### config.mk
export PLATFORM = sky130hd
export DESIGN_NAME = synth_cfg_scheduler
export DESIGN_NICKNAME = d
export VERILOG_FILES = /design/src/rtl/synth_cfg_scheduler.sv
export SDC_FILE = /design/constraint.sdc
export NUM_CORES = 1
export LEC_CHECK = 0
export ABC_AREA = 1
export BUFFER_PORTS_ARGS = -buffer_cell sky130_fd_sc_hd__buf_4
export CAP_MARGIN = 20
export CORE_MARGIN = 2
export CORE_UTILIZATION = 40
export DETAILED_ROUTE_END_ITERATION = 6
export GPL_ROUTABILITY_DRIVEN = 1
export PLACE_DENSITY_LB_ADDON = 0.08
export REMOVE_ABC_BUFFERS = 1
export SETUP_SLACK_MARGIN = 0.3
export SLEW_MARGIN = 20
export SYNTH_ARGS = -nofsm -noshare
export SYNTH_HDL_FRONTEND = slang
export SYNTH_SLANG_ARGS = --single-unit
export TNS_END_PERCENT = 5
### constraint.sdc
create_clock -name clk -period 6.5 [get_ports clk]
set_input_delay 0.975 -clock clk [delete_from_list [all_inputs] [get_ports clk]]
set_output_delay 0.975 -clock clk [all_outputs]
set_load 0.005 [all_outputs]
### src/rtl/synth_cfg_scheduler.sv
// Shares the byte-wide cfg write port between the host byte interface and a
// periodic clamped sweep engine that steps one configuration byte.
module synth_cfg_scheduler #(
    parameter int CFG_ADDR_BITS  = 3,
    parameter int SWEEP_DIV_BITS = 12
) (
    input  logic                      clk,
    input  logic                      rst_n,
    input  logic                      host_valid,
    output logic                      host_ready,
    input  logic [CFG_ADDR_BITS:0]    host_addr,
    input  logic [7:0]                host_data,
    input  logic                      sweep_en,
    input  logic [CFG_ADDR_BITS:0]    sweep_addr,
    input  logic [7:0]                sweep_step,
    input  logic [SWEEP_DIV_BITS-1:0] sweep_period,
    input  logic [7:0]                sweep_lo,
    input  logic [7:0]                sweep_hi,
    output logic [1:0]                cfg_we,
    output logic [CFG_ADDR_BITS-1:0]  cfg_w_addr,
    output logic [15:0]               cfg_w_data,
    output logic [7:0]                sweep_value
);

    // state       | meaning
    // GRANT_SWEEP | sweep won the most recent grant; host wins the next conflict
    // GRANT_HOST  | host won the most recent grant; sweep wins the next conflict
    typedef enum logic {
        GRANT_SWEEP = 1'b0,
        GRANT_HOST  = 1'b1
    } grant_t;

    grant_t                    last_grant;
    grant_t                    last_grant_next;
    logic [SWEEP_DIV_BITS-1:0] sweep_cnt;
    logic                      sweep_pending;
    logic                      sweep_tick;
    logic                      grant_host;
    logic                      grant_sweep;
    logic [7:0]                shadow;
    logic [7:0]                sweep_new;
    logic signed [9:0]         sweep_sum;

    assign sweep_tick  = sweep_en && (sweep_cnt == '0);
    assign sweep_value = shadow;

    always_ff @(posedge clk or negedge rst_n) begin
        if (!rst_n) begin
            last_grant <= GRANT_SWEEP;
        end else begin
            last_grant <= last_grant_next;
        end
    end

    always_comb begin
        last_grant_next = last_grant;
        if (grant_host) begin
            last_grant_next = GRANT_HOST;
        end else if (grant_sweep) begin
            last_grant_next = GRANT_SWEEP;
        end
    end

    // host_ready depends on registers only, so the host never sees a comb path
    // from its own valid.
    always_comb begin
        host_ready  = !(sweep_pending && (last_grant == GRANT_HOST));
        grant_host  = host_valid && host_ready;
        grant_sweep = sweep_pending && sweep_en && !grant_host;
    end

    always_comb begin
        sweep_sum = $signed({2'b00, shadow}) + $signed({{2{sweep_step[7]}}, sweep_step});
        if (sweep_lo > sweep_hi) begin
            sweep_new = sweep_lo;
        end else if (sweep_sum > $signed({2'b00, sweep_hi})) begin
            sweep_new = sweep_hi;
        end else if (sweep_sum < $signed({2'b00, sweep_lo})) begin
            sweep_new = sweep_lo;
        end else begin
            sweep_new = sweep_sum[7:0];
        end
    end

    always_ff @(posedge clk or negedge rst_n) begin
        if (!rst_n) begin
            sweep_cnt     <= '0;
            sweep_pending <= 1'b0;
        end else if (!sweep_en) begin
            sweep_cnt     <= sweep_period;
            sweep_pending <= 1'b0;
        end else begin
            sweep_cnt <= sweep_tick ? sweep_period : sweep_cnt - 1'b1;
            // a fresh tick outranks the grant so the new tick is not lost
            if (sweep_tick) begin
                sweep_pending <= 1'b1;
            end else if (grant_sweep) begin
                sweep_pending <= 1'b0;
            end
        end
    end

    always_ff @(posedge clk or negedge rst_n) begin
        if (!rst_n) begin
            cfg_we     <= 2'b00;
            cfg_w_addr <= '0;
            cfg_w_data <= 16'h0000;
            shadow     <= 8'h00;
        end else begin
            cfg_we <= 2'b00;
            if (grant_host) begin
                cfg_we     <= host_addr[0] ? 2'b10 : 2'b01;
                cfg_w_addr <= host_addr[CFG_ADDR_BITS:1];
                cfg_w_data <= {host_data, host_data};
                if (host_addr == sweep_addr) begin
                    shadow <= host_data;
                end
            end else if (grant_sweep) begin
                cfg_we     <= sweep_addr[0] ? 2'b10 : 2'b01;
                cfg_w_addr <= sweep_addr[CFG_ADDR_BITS:1];
                cfg_w_data <= {sweep_new, sweep_new};
                shadow     <= sweep_new;
            end
        end
    end

endmodule

After elaboration in Yosys (flattened, before gate mapping)
Cells that the tools add are included.
{"block": "totals", "wordCells": 45, "output_inout_bits": 30, "input_bits": 56, "regBits": 43}
{"block": "op_classes", "n_addsub": 2, "eq_ne": 3, "n_mux": 20, "reduce_logical": 10, "n_lt_le_gt_ge": 3}
{"cell": "8-bit two-way mux", "n": 6}
{"cell": "16-bit two-way mux", "n": 2}
{"cell": "12-bit two-way mux", "n": 2}
{"cell": "12-bit logical NOT", "n": 1}
{"cell": "12-bit by 1-bit subtractor with 12-bit output (second input constant)", "n": 1}
{"cell": "9-bit by 8-bit adder with 10-bit output", "n": 1}
{"cell": "10-bit by 9-bit greater-than comparator with 1-bit output", "n": 1}
{"cell": "10-bit by 9-bit less-than comparator with 1-bit output", "n": 1}
{"cell": "8-bit greater-than comparator", "n": 1}
{"cell": "2-bit two-way mux", "n": 4}
{"cell": "3-bit two-way mux", "n": 2}
{"cell": "1-bit logical AND", "n": 5}
{"cell": "4-bit == test", "n": 1}
{"cell": "1-bit two-way mux", "n": 4}
{"cell": "3-bit by 1-bit != test with 1-bit output (second input constant)", "n": 1}
{"cell": "1-bit logical NOT", "n": 2}
{"cell": "2-bit by 1-bit != test with 1-bit output (second input constant)", "n": 1}
{"cell": "2-bit AND reduction", "n": 1}
{"cell": "2-bit nonzero test", "n": 1}

Depth between registers and ports, before layout
Gate-level depths: netlist of the first run.
{"block": "depth", "word_depth": 8, "depth_mapped": 24, "depth_no_buf": 23}

Least setup slack after synthesis of the first run
Ideal clock, no wire load.
{"block": "synth_path", "path_type": "input-to-reg", "start": "input sweep_step[0]", "end": "register cfg_w_data[14]", "setup_ps": 118, "stages": 22, "path_buffers": 1, "slack_ps": 2922, "required_time_ps": 6382, "arrival_time_ps": 3460, "cell_sequence": "ha_1 fa_1 nand3_1 nand3_1 xnor2_1 inv_1 ha_1 nand2_1 nor2_1 nor2_1 o21ai_0 nand3_1 nand3b_1 o21ai_4 buf_6 nor2_1 nor2_1 nand2_1 nand3_1 nand2_1 nand3_1 nand2_1"}
{"block": "synth_between", "elab_chain_cells": 7, "elab_cells_between_ends": 8, "cone_classes": "add/sub (1); order compare (2); mux (5)"}
{"item": "start: declaration", "line": "15", "rtl": "input logic [7:0] sweep_step,"}
{"item": "9-bit by 8-bit adder with 10-bit output *", "line": "73", "rtl": "sweep_sum = $signed({2'b00, shadow}) + $signed({{2{sweep_step[7]}}, sweep_step});"}
{"item": "10-bit by 9-bit less-than comparator with 1-bit output", "line": "78", "rtl": "end else if (sweep_sum < $signed({2'b00, sweep_lo})) begin"}
{"item": "8-bit two-way mux", "line": "78"}
{"item": "8-bit two-way mux *", "line": "76", "rtl": "end else if (sweep_sum > $signed({2'b00, sweep_hi})) begin"}
{"item": "8-bit two-way mux *", "line": "74", "rtl": "if (sweep_lo > sweep_hi) begin"}
{"item": "16-bit two-way mux *", "line": "118", "rtl": "end else if (grant_sweep) begin"}
{"item": "16-bit two-way mux *", "line": "111", "rtl": "if (grant_host) begin"}
{"item": "end signal: assignment", "line": "114", "rtl": "cfg_w_data <= {host_data, host_data};"}
{"item": "end signal: assignment", "line": "121", "rtl": "cfg_w_data <= {sweep_new, sweep_new};"}
{"item": "end: declaration", "line": "21", "rtl": "output logic [15:0] cfg_w_data,"}
Mark *: on every way between the ends. The rest lies on a longest branch, timed or not. The select of a mux whose other input is x is not followed.
A chain may end at the register's enable or synchronous reset.

Worst setup path after layout of the first run
{"block": "layout_path", "start": "input sweep_step[0]", "end": "register cfg_w_data[13]"}
Same word-level chain as after synthesis.

==> impl_metrics.ini, run 1 <==
[cts]
cts_buffer_depth = 2
htreeDepth = 2
cts-buffers-inserted = 5
clockRootBuffer = clkbuf_8
postCtsResizedCells = 0
post_cts_buffers = 0
insertion_delay_ns = 0.28
clkTransAtPathRegs_ns = 0.07
cts.sinks = 35
cts_hold_buf = 0
cts_tree = yes

[yosys]
ys.warnings.count = 0
synth_seq_cells = 35
yosysTopAreaCell = dfrtp_1
synth_cells = 448
syn_avg_cell_area_um2 = 6.94
ys_seq_area_frac = 0.282
syn-cell-area_um2 = 3110
yosys-top-cells-area = dfrtp_1 (28%), nand2_1 (16%), ha_1 (13%)
netlist.area_leader.share = 0.282
synth_cell_types = 35

[sta]
timing.fmax_mhz = 253
hold_viol = 0
period_minus_slack_ns = 3.95
drv_slew = 0
period_share = 0.608
fin_tns_setup_ns = 0
worst-slew-pin-transition_ns = 1.03
slew_headroom = 0.310
rsz0062_at_grt = no
skew_ns = 0.00458
setup_viol = 0

[global_route]
gr-total-overflow = 0
grt_max_degree = 36
track_usage = 0.188
grt_pass1_vias = 2919
grt_pass1_wl_um = 12900
antenna_found_initial = 0

[drt]
wl_met2_um = 3990
drc = 0
first_iter_violations = 114
vias_per_cell = 4.82
drtPass1Iterations = 4
wl_um = 7940
wl_met1_um = 3470
vias = 3025
wl_per_cell_um = 12.6
routed.top_layer = met4
wl_met3_um = 368
postRouteAntennaNets = 0

[setup_path]
path_class = input pin to flip-flop
r2r_cells = 22
cp_max_fo = 16
cp-end-kind = flip-flop
worstSetupStartpointType = input pin
r2r_slack_ns = 2.94
required_ns = 6.72
worstPathArrival_ns = 4.17

[run_status]
status = completed

[layout]
layout.nets = 615
final_core_util = 0.506
syn2layout_area_growth_pct = 23.9
drive_gt1_frac = 0.207
n_antenna_cell = 0
fillerInstances = 821

[power_and_ir_drop]
p_per_area_nw_per_um2 = 284
vdd_ir_drop_max_v = 0.000141
p_leak_uw = 0.00214

[worst_hold_path]
min_path_cells = 1
worstHoldPathType = flip-flop to flip-flop

[floorplan]
die_w_um = 92.1
dieArea_um2 = 8490
io_pins = 86
core_um2 = 7610
start_util = 0.409
rows = 32
die_h_um = 92.1

[placement]
place_congestion = 0.857
dp_hpwl_um = 6500
numPortBuffers = 85

[flow_run]
timing.max_cap.violations = 0
==> cell type report <==
| cell class | instances | area (um2) | share of cell area |
|---|---|---|---|
| multi-input cells | 331 | 1880 | 0.487 |
| clock buffers | 7 | 76.3 | 0.0198 |
| well taps | 102 | 128 | 0.0331 |
| clock inverters | 1 | 5.00 | 0.00130 |
| flip-flops and latches | 35 | 876 | 0.227 |
| repair buffers | 85 | 638 | 0.166 |
| inverters | 67 | 251 | 0.0653 |
==> per-layer routing <==
metal  up-vias  global-route usage
li1       1589                   -
met1      1350               0.234
met2        77               0.341
met3         9              0.0214
met4         0              0.0572
met5         -                   0
==> report_power, final <==
| group | internal, uW | total [uW] | switching, uW |
|---|---|---|---|
| registers | 256 | 292 | 36.4 |
| logic | 273 | 650 | 376 |
| clock network | 75.2 | 150 | 74.9 |
==> worst paths after layout <==
kind,to,from
max in group asynchronous,cfg_w_data[7],rst_n
hold reg to reg,sweep_cnt[0],sweep_cnt[0]
setup reg to reg,cfg_w_data[13],sweep_value[0]
min in group asynchronous,cfg_we[1],rst_n
hold / removal,sweep_cnt[0],sweep_cnt[0]
setup / recovery,cfg_w_data[13],sweep_step[0]
==> sequential cells by signal, summed over array words and instances, names as in the netlist <==
| signal | cells |
|---|---|
| cfg_we | 2 |
| sweep_pending | 1 |
| sweep_cnt | 12 |
| sweep_value | 8 |
| cfg_w_addr | 3 |
| cfg_w_data | 8 |
| last_grant | 1 |
==> cells in the final DEF, fill, tap and decap left out, drive strengths merged <==
master and instances:
xnor2 6, nand3b 1, ha 33, clkbuf 7, nor3 3, inv 64, o22ai 1, fa 1
nand3 32, clkinv 4, a31o 2, a22o 1, o221ai 1, o211ai 1, nand2 138, o21ai 25
a31oi 2, nor4 2, buf 85, a21oi 16, a21o 2, nor2 34, o21bai 2, nand4 13
or2 5, dfrtp 35, xor2 10
==> cells by family (layout without fill, tap and decap cells) <==
kind of cell | Yosys count | count (layout) | share of synthesized area
flops | 35 | 35 | 0.282
xor+xnor | 16 | 16 | 0.0451
buf+inv | 82 | 160 | 0.115
simple gates | 228 | 228 | 0.316
compound gates | 53 | 53 | 0.103
fa+ha+maj | 34 | 34 | 0.139
==> per-stage QoR <==
stage	std cells	area (um2)	total power, uW	hold WS, ns	worst slack [ns]
global placement	620	3770	936	0.457	2.35
floorplan	433	3000	732	0.440	2.93
detailed placement	620	3770	947	0.481	2.29
global route	628	3850	1200	0.517	2.29
CTS	628	3850	1100	0.490	2.60
finish	628	3850	1090	0.482	2.55
==> synth_stat cells <==
master,number
nand2_2,6
inv_2,1
a21oi_1,15
fa_1,1
o221ai_1,1
nand3_1,31
a31o_2,2
a22o_1,1
nor3_1,3
nand3b_1,1
a21o_1,2
o21ai_4,1
xor2_1,10
o21bai_1,2
clkinv_1,3
clkbuf_1,4
nand4_1,13
or2_2,5
nand2_1,132
buf_4,9
dfrtp_1,35
nor2_1,33
xnor2_1,6
a21oi_4,1
nand3_4,1
nor4_1,2
o22ai_1,1
a31oi_1,2
buf_6,2
o21ai_1,4
nor2_2,1
o211ai_1,1
inv_1,63
o21ai_0,20
ha_1,33
==> worst max-delay path, stage by stage <==
cell      delay, ns
buf_4          0.11
ha_1           0.26
fa_1           0.43
nand3_1        0.10
nand3_1        0.16
xnor2_1        0.25
inv_1          0.11
ha_1           0.30
nand2_1        0.07
nor2_1         0.04
nor2_1         0.07
o21ai_0        0.08
nand3_1        0.08
nand3b_1       0.13
o21ai_4        0.38
nand2_1        0.10
inv_1          0.07
nor2_1         0.04
nand2_1        0.05
nand3_1        0.08
nand2_1        0.14
nand3_1        0.08
nand2_1        0.07
No activity file was read; power rests on OpenSTA's default activity.
==> inputs of run 2 (changes only) <==
==> constraint.sdc (replaced) <==
create_clock -name clk -period 3.9 [get_ports clk]
set_input_delay 0.585 -clock clk [delete_from_list [all_inputs] [get_ports clk]]
set_output_delay 0.585 -clock clk [all_outputs]
set_load 0.005 [all_outputs]
==> impl_metrics.ini, run 2 (synthesized netlist as in run 1, its figures left out) <==
[flow_run]
timing.max_cap.violations = 0

[placement]
place_congestion = 0.902
dp_hpwl_um = 6670
dp.cells = 624
post_dp_cell_area_um2 = 3810
numPortBuffers = 85

[layout]
final_cells = 633
largest_register_ff_count = 12
layout_common_cells = nand2_1 (131), buf_4 (89), inv_1 (63), dfrtp_1 (35), nor2_1 (33)
syn2layout_area_growth_pct = 28.0
fin_area_um2 = 3980
drive_gt1_frac = 0.237
mostFrequentLayoutCell = nand2_1
top_register = sweep_cnt
n_antenna_cell = 0
layout.nets = 620

[sta]
skew_ns = 0.00916
period_minus_slack_ns = 3.38
hold_viol = 0
drv_slew = 0
period_share = 0.868
timing.fmax_mhz = 296
slew_headroom = 0.617
setup_viol = 0
worst-slew-pin-transition_ns = 0.573
rsz0062_at_grt = yes

[global_route]
met2_usage = 0.357
track_usage = 0.201
antenna_found_initial = 0
gr-total-overflow = 0
busiest_layer = met2
grt_pass1_vias = 3009
use_met1 = 0.251
grt_use_met3 = 0.0238
grt_pass1_wl_um = 13800
grt_max_degree = 36

[floorplan]
io_pins = 86
die_h_um = 92.1
dieArea_um2 = 8490
start_util = 0.409
die_w_um = 92.1
rows = 32
core_um2 = 7610

[power_and_ir_drop]
clock_power_share = 0.164
switching_share = 0.434
p_per_area_nw_per_um2 = 506
vdd_ir_drop_max_v = 0.000227
power_frac_seq = 0.244
p_switching_uw = 873
power_frac_comb = 0.592
p_int_uw = 1140
p_leak_uw = 0.00220

[drt]
wl_per_cell_um = 13.0
first_iter_violations = 76
vias_per_cell = 4.92
postRouteAntennaNets = 0
drtPass1Iterations = 5
drc = 0
wl_um = 8240
vias = 3113

[setup_path]
cp_max_fo = 16
worstPathArrival_ns = 3.56
cp-end-kind = flip-flop
crit_top_cell = nand2_1
worstSetupStartpointType = flip-flop
slowest_stage = dfrtp_1
path_cells = ha_1, nand2_1, nand2_1, nand2_1, nand2_1, a21oi_2, xor2_2, ha_1, a21o_1, nor2_1, o21ai_1, nand3_1, nand3b_1, o21ai_4, buf_12, nor2_1, nor2_1, nand2_1, nand3_1, nand2_1, nand3_1, nand2_1
slowest_delay_ns = 0.42
path_class = flip-flop to flip-flop
required_ns = 4.08

[cts]
htreeDepth = 2
cts.sinks = 35
insertion_delay_ns = 0.29
clockRootBuffer = clkbuf_8
cts_buffer_depth = 2
clkTransAtPathRegs_ns = 0.08
cts-buffers-inserted = 5
cts_tree = yes

[worst_hold_path]
worstHoldPathType = input pin to asynchronous set/reset pin

[run_status]
status = completed
run 2: cell types whose count changed in the layout (fill, tap and decap cells not counted), moves of 2 or more:
cell      change
clkbuf_1      -2
xor2_2        +2
buf_4         +4
xor2_1        -2
ha_1          -2
ha_2          +2
run 2: what timing repair did:
| item | 4_1_cts | 5_1_grt |
|---|---|---|
| endpoints found under the setup margin | 6 | 16 |
| hold buffers | 0 | 0 |
| resized for setup | 2 | 9 |
| buffers inserted | 0 | 1 |
| pin swaps | 0 | 2 |
| cloned | 0 | 0 |
run 2: worst max-delay path: cells and delay by family, from the launching register on:
family	cells	cell delay (ns)
AND/OR/NAND/NOR	14	1.22
buffers and inverters	1	0.16
XOR/XNOR	1	0.20
adder cells (fa/ha/maj)	2	0.65
flip-flops	1	0.42
AO/OA/AOI/OAI	4	0.61
run 2: final cells by class:
cell class	instances	area [um2]
timing repair buffer	90	688
inverter	67	251
tap	102	128
sequential	35	876
fill	770	3630
multi-input combinational	331	1920
clock buffer	5	68.8
clock inverter	3	43.8
run 2: metal layers:
metal  wire [um]  up-vias  part of all wire
met5           0        -                 0
met4         197        0             0.024
met3         338       17             0.041
met2        4180       83              0.51
met1        3520     1423              0.43
li1            -     1590                 -
run 2: worst paths after layout:
check                          startpoint             end  slack, ns  cells past startpoint
max in group asynchronous           rst_n    sweep_cnt[6]       3.33                      1
hold / removal                      rst_n   cfg_w_addr[2]       0.23                      1
min in group clk             sweep_cnt[0]    sweep_cnt[0]       0.48                      1
setup / recovery           sweep_value[2]  cfg_w_data[14]       0.52                     22
hold reg to reg              sweep_cnt[0]    sweep_cnt[0]       0.48                      1
setup reg to reg           sweep_value[2]  cfg_w_data[14]       0.52                     22
run 2: per-stage QoR:
stage	setup slack, ns	hold WS, ns	util	power, uW	TNS [ns]
2_1_floorplan	0.724	0.289	-	1220	0
3_3_place_gp	-0.0141	0.460	0.501	1610	-0.0261
3_5_place_dp	-0.0215	0.472	0.501	1640	-0.0383
4_1_cts	0.305	0.254	0.517	1980	0
5_1_grt	0.239	0.259	0.523	2210	0
6_report	0.516	0.235	0.523	2010	0
run 2: power by group through the flow:
stage	Sequential (uW)	Combinational [uW]	Clock [uW]
finish	491	1190	330
global placement	498	1120	0
detailed placement	498	1140	0
CTS	493	1150	338
floorplan	485	735	0
global route	503	1350	354
==> inputs of run 3 (changes only) <==
--- a/config.mk
+++ b/config.mk
@@ -6,7 +6,7 @@
 export NUM_CORES = 1
 export LEC_CHECK = 0
 export ABC_AREA = 1
-export BUFFER_PORTS_ARGS = -buffer_cell sky130_fd_sc_hd__buf_4
+export BUFFER_PORTS_ARGS = -buffer_cell sky130_fd_sc_hd__buf_2
 export CAP_MARGIN = 20
 export CORE_MARGIN = 2
 export CORE_UTILIZATION = 40
==> impl_metrics.ini, run 3 (synthesized netlist as in run 1, its figures left out) <==
[global_route]
grt_use_met3 = 0.0197
antenna_found_initial = 0
gr-total-overflow = 0
use_met1 = 0.242
met2_usage = 0.352
grt_pass1_wl_um = 13300
grt_pass1_vias = 2940
track_usage = 0.195
grt_max_degree = 36
busiest_layer = met2

[power_and_ir_drop]
p_int_uw = 1000
power.total_uw = 1850
p_switching_uw = 844
power_frac_comb = 0.598
power_frac_seq = 0.262
switching_share = 0.457
p_per_area_nw_per_um2 = 498
clock_power_share = 0.140
vdd_ir_drop_max_v = 0.000237
p_leak_uw = 0.00211

[sta]
period_share = 0.841
slew_headroom = 0.475
worst-slew-pin-transition_ns = 0.787
period_minus_slack_ns = 3.28
setup_viol = 0
postLayoutSetupSlackWorst_ns = 0.619
timing.fmax_mhz = 305
rsz0062_at_grt = no
skew_ns = 0.00622
hold_viol = 0
fin_tns_setup_ns = 0
drv_slew = 0

[setup_path]
r2r-end = cfg_w_data[11]
path_class = flip-flop to flip-flop
worstPathArrival_ns = 3.46
required_ns = 4.08
cp_max_fo = 9
r2r_cells = 17
r2r_slack_ns = 0.62
worstSetupStartpointType = flip-flop
rr_startpoint = sweep_value[0]
cp-end-kind = flip-flop

[layout]
n_antenna_cell = 0
syn2layout_area_growth_pct = 19.4
top_register = sweep_cnt
largest_register_ff_count = 12
fillerInstances = 828
layout_common_cells = nand2_1 (131), buf_2 (85), inv_1 (63), dfrtp_1 (35), nor2_1 (33)
seqCellArea_um2 = 876
mostFrequentLayoutCell = nand2_1
drive_gt1_frac = 0.227
layout.nets = 618
final_core_util = 0.488
multi_input_area_um2 = 1910

[drt]
drtPass1Iterations = 5
vias_per_cell = 4.86
drc = 0
first_iter_violations = 76
postRouteAntennaNets = 0
wl_um = 8050
vias = 3069
wl_per_cell_um = 12.8

[floorplan]
die_h_um = 92.1
rows = 32
core_um2 = 7610
io_pins = 86
start_util = 0.409
dieArea_um2 = 8490
die_w_um = 92.1

[cts]
htreeDepth = 2
cts-buffers-inserted = 5
cts_tree = yes
insertion_delay_ns = 0.29
cts.sinks = 35
post_cts_buffers = 0
cts_buffer_depth = 2
clockRootBuffer = clkbuf_8
clkTransAtPathRegs_ns = 0.07

[worst_hold_path]
worstHoldPathType = input pin to asynchronous set/reset pin

[placement]
dp_hpwl_um = 6510
place_congestion = 0.861
numPortBuffers = 85
place_ws_ns = 0.165

[run_status]
status = completed

[flow_run]
timing.max_cap.violations = 0
-- run 3: timing repair --
| item | 4_1_cts | 5_1_grt |
|---|---|---|
| hold buffers | 0 | 0 |
| setup endpoints to repair | 0 | 16 |
| resized for setup | 0 | 8 |
-- run 3: final cells by class --
class,count,area share
multi-input cells,331,0.515
flip-flops and latches,35,0.236
repair buffers,88,0.124
inverters,67,0.0678
well taps,102,0.0344
clock buffers,5,0.0185
clock inverters,3,0.00405
-- run 3: per-stage QoR --
| step | instance area (um2) | hold slack [ns] | std cells |
|---|---|---|---|
| 2_1_floorplan | 3000 | 0.289 | 433 |
| 3_3_place_gp | 3590 | 0.460 | 623 |
| 3_5_place_dp | 3590 | 0.470 | 623 |
| 4_1_cts | 3670 | 0.403 | 631 |
| 5_1_grt | 3710 | 0.450 | 631 |
| 6_report | 3710 | 0.378 | 631 |
-- run 3: worst max path at each step --
stage,start,to,slack [ns],cells past startpoint
final,sweep_value[0],cfg_w_data[11],0.62,17
after global routing,sweep_value[4],cfg_w_data[10],0.34,20
after CTS,sweep_value[0],cfg_w_data[14],0.46,21
after detailed placement,sweep_step[0],cfg_w_data[14],0.17,22
after global placement,sweep_step[0],cfg_w_data[14],0.15,22
after floorplan,sweep_step[0],cfg_w_data[11],0.72,21
-- run 3: worst max-delay path, cell delays in order (launching register included) --
cell	delay, ns
dfrtp_1	0.40
ha_2	0.22
fa_1	0.42
nand3_1	0.09
nand3_1	0.16
a31o_2	0.27
xor2_2	0.14
inv_1	0.08
ha_1	0.27
nand2_1	0.07
nor4_2	0.31
nand2_2	0.20
nand3_4	0.18
nand2_1	0.07
nand3_1	0.06
nand2_1	0.09
nand3_1	0.08
nand2_1	0.06
-- run 3: per-layer routing --
layer	routed length [um]	share of wire
met5	0	0
met4	127	0.016
met3	393	0.049
met2	4050	0.50
met1	3480	0.43
-- run 3: power by group through the flow --
stage          clock (uW)  combinational (uW)  sequential (uW)
2_1_floorplan           0                 735              485
3_3_place_gp            0                1060              492
3_5_place_dp            0                1070              492
4_1_cts               266                1080              486
5_1_grt               277                1260              495
6_report              258                1100              484
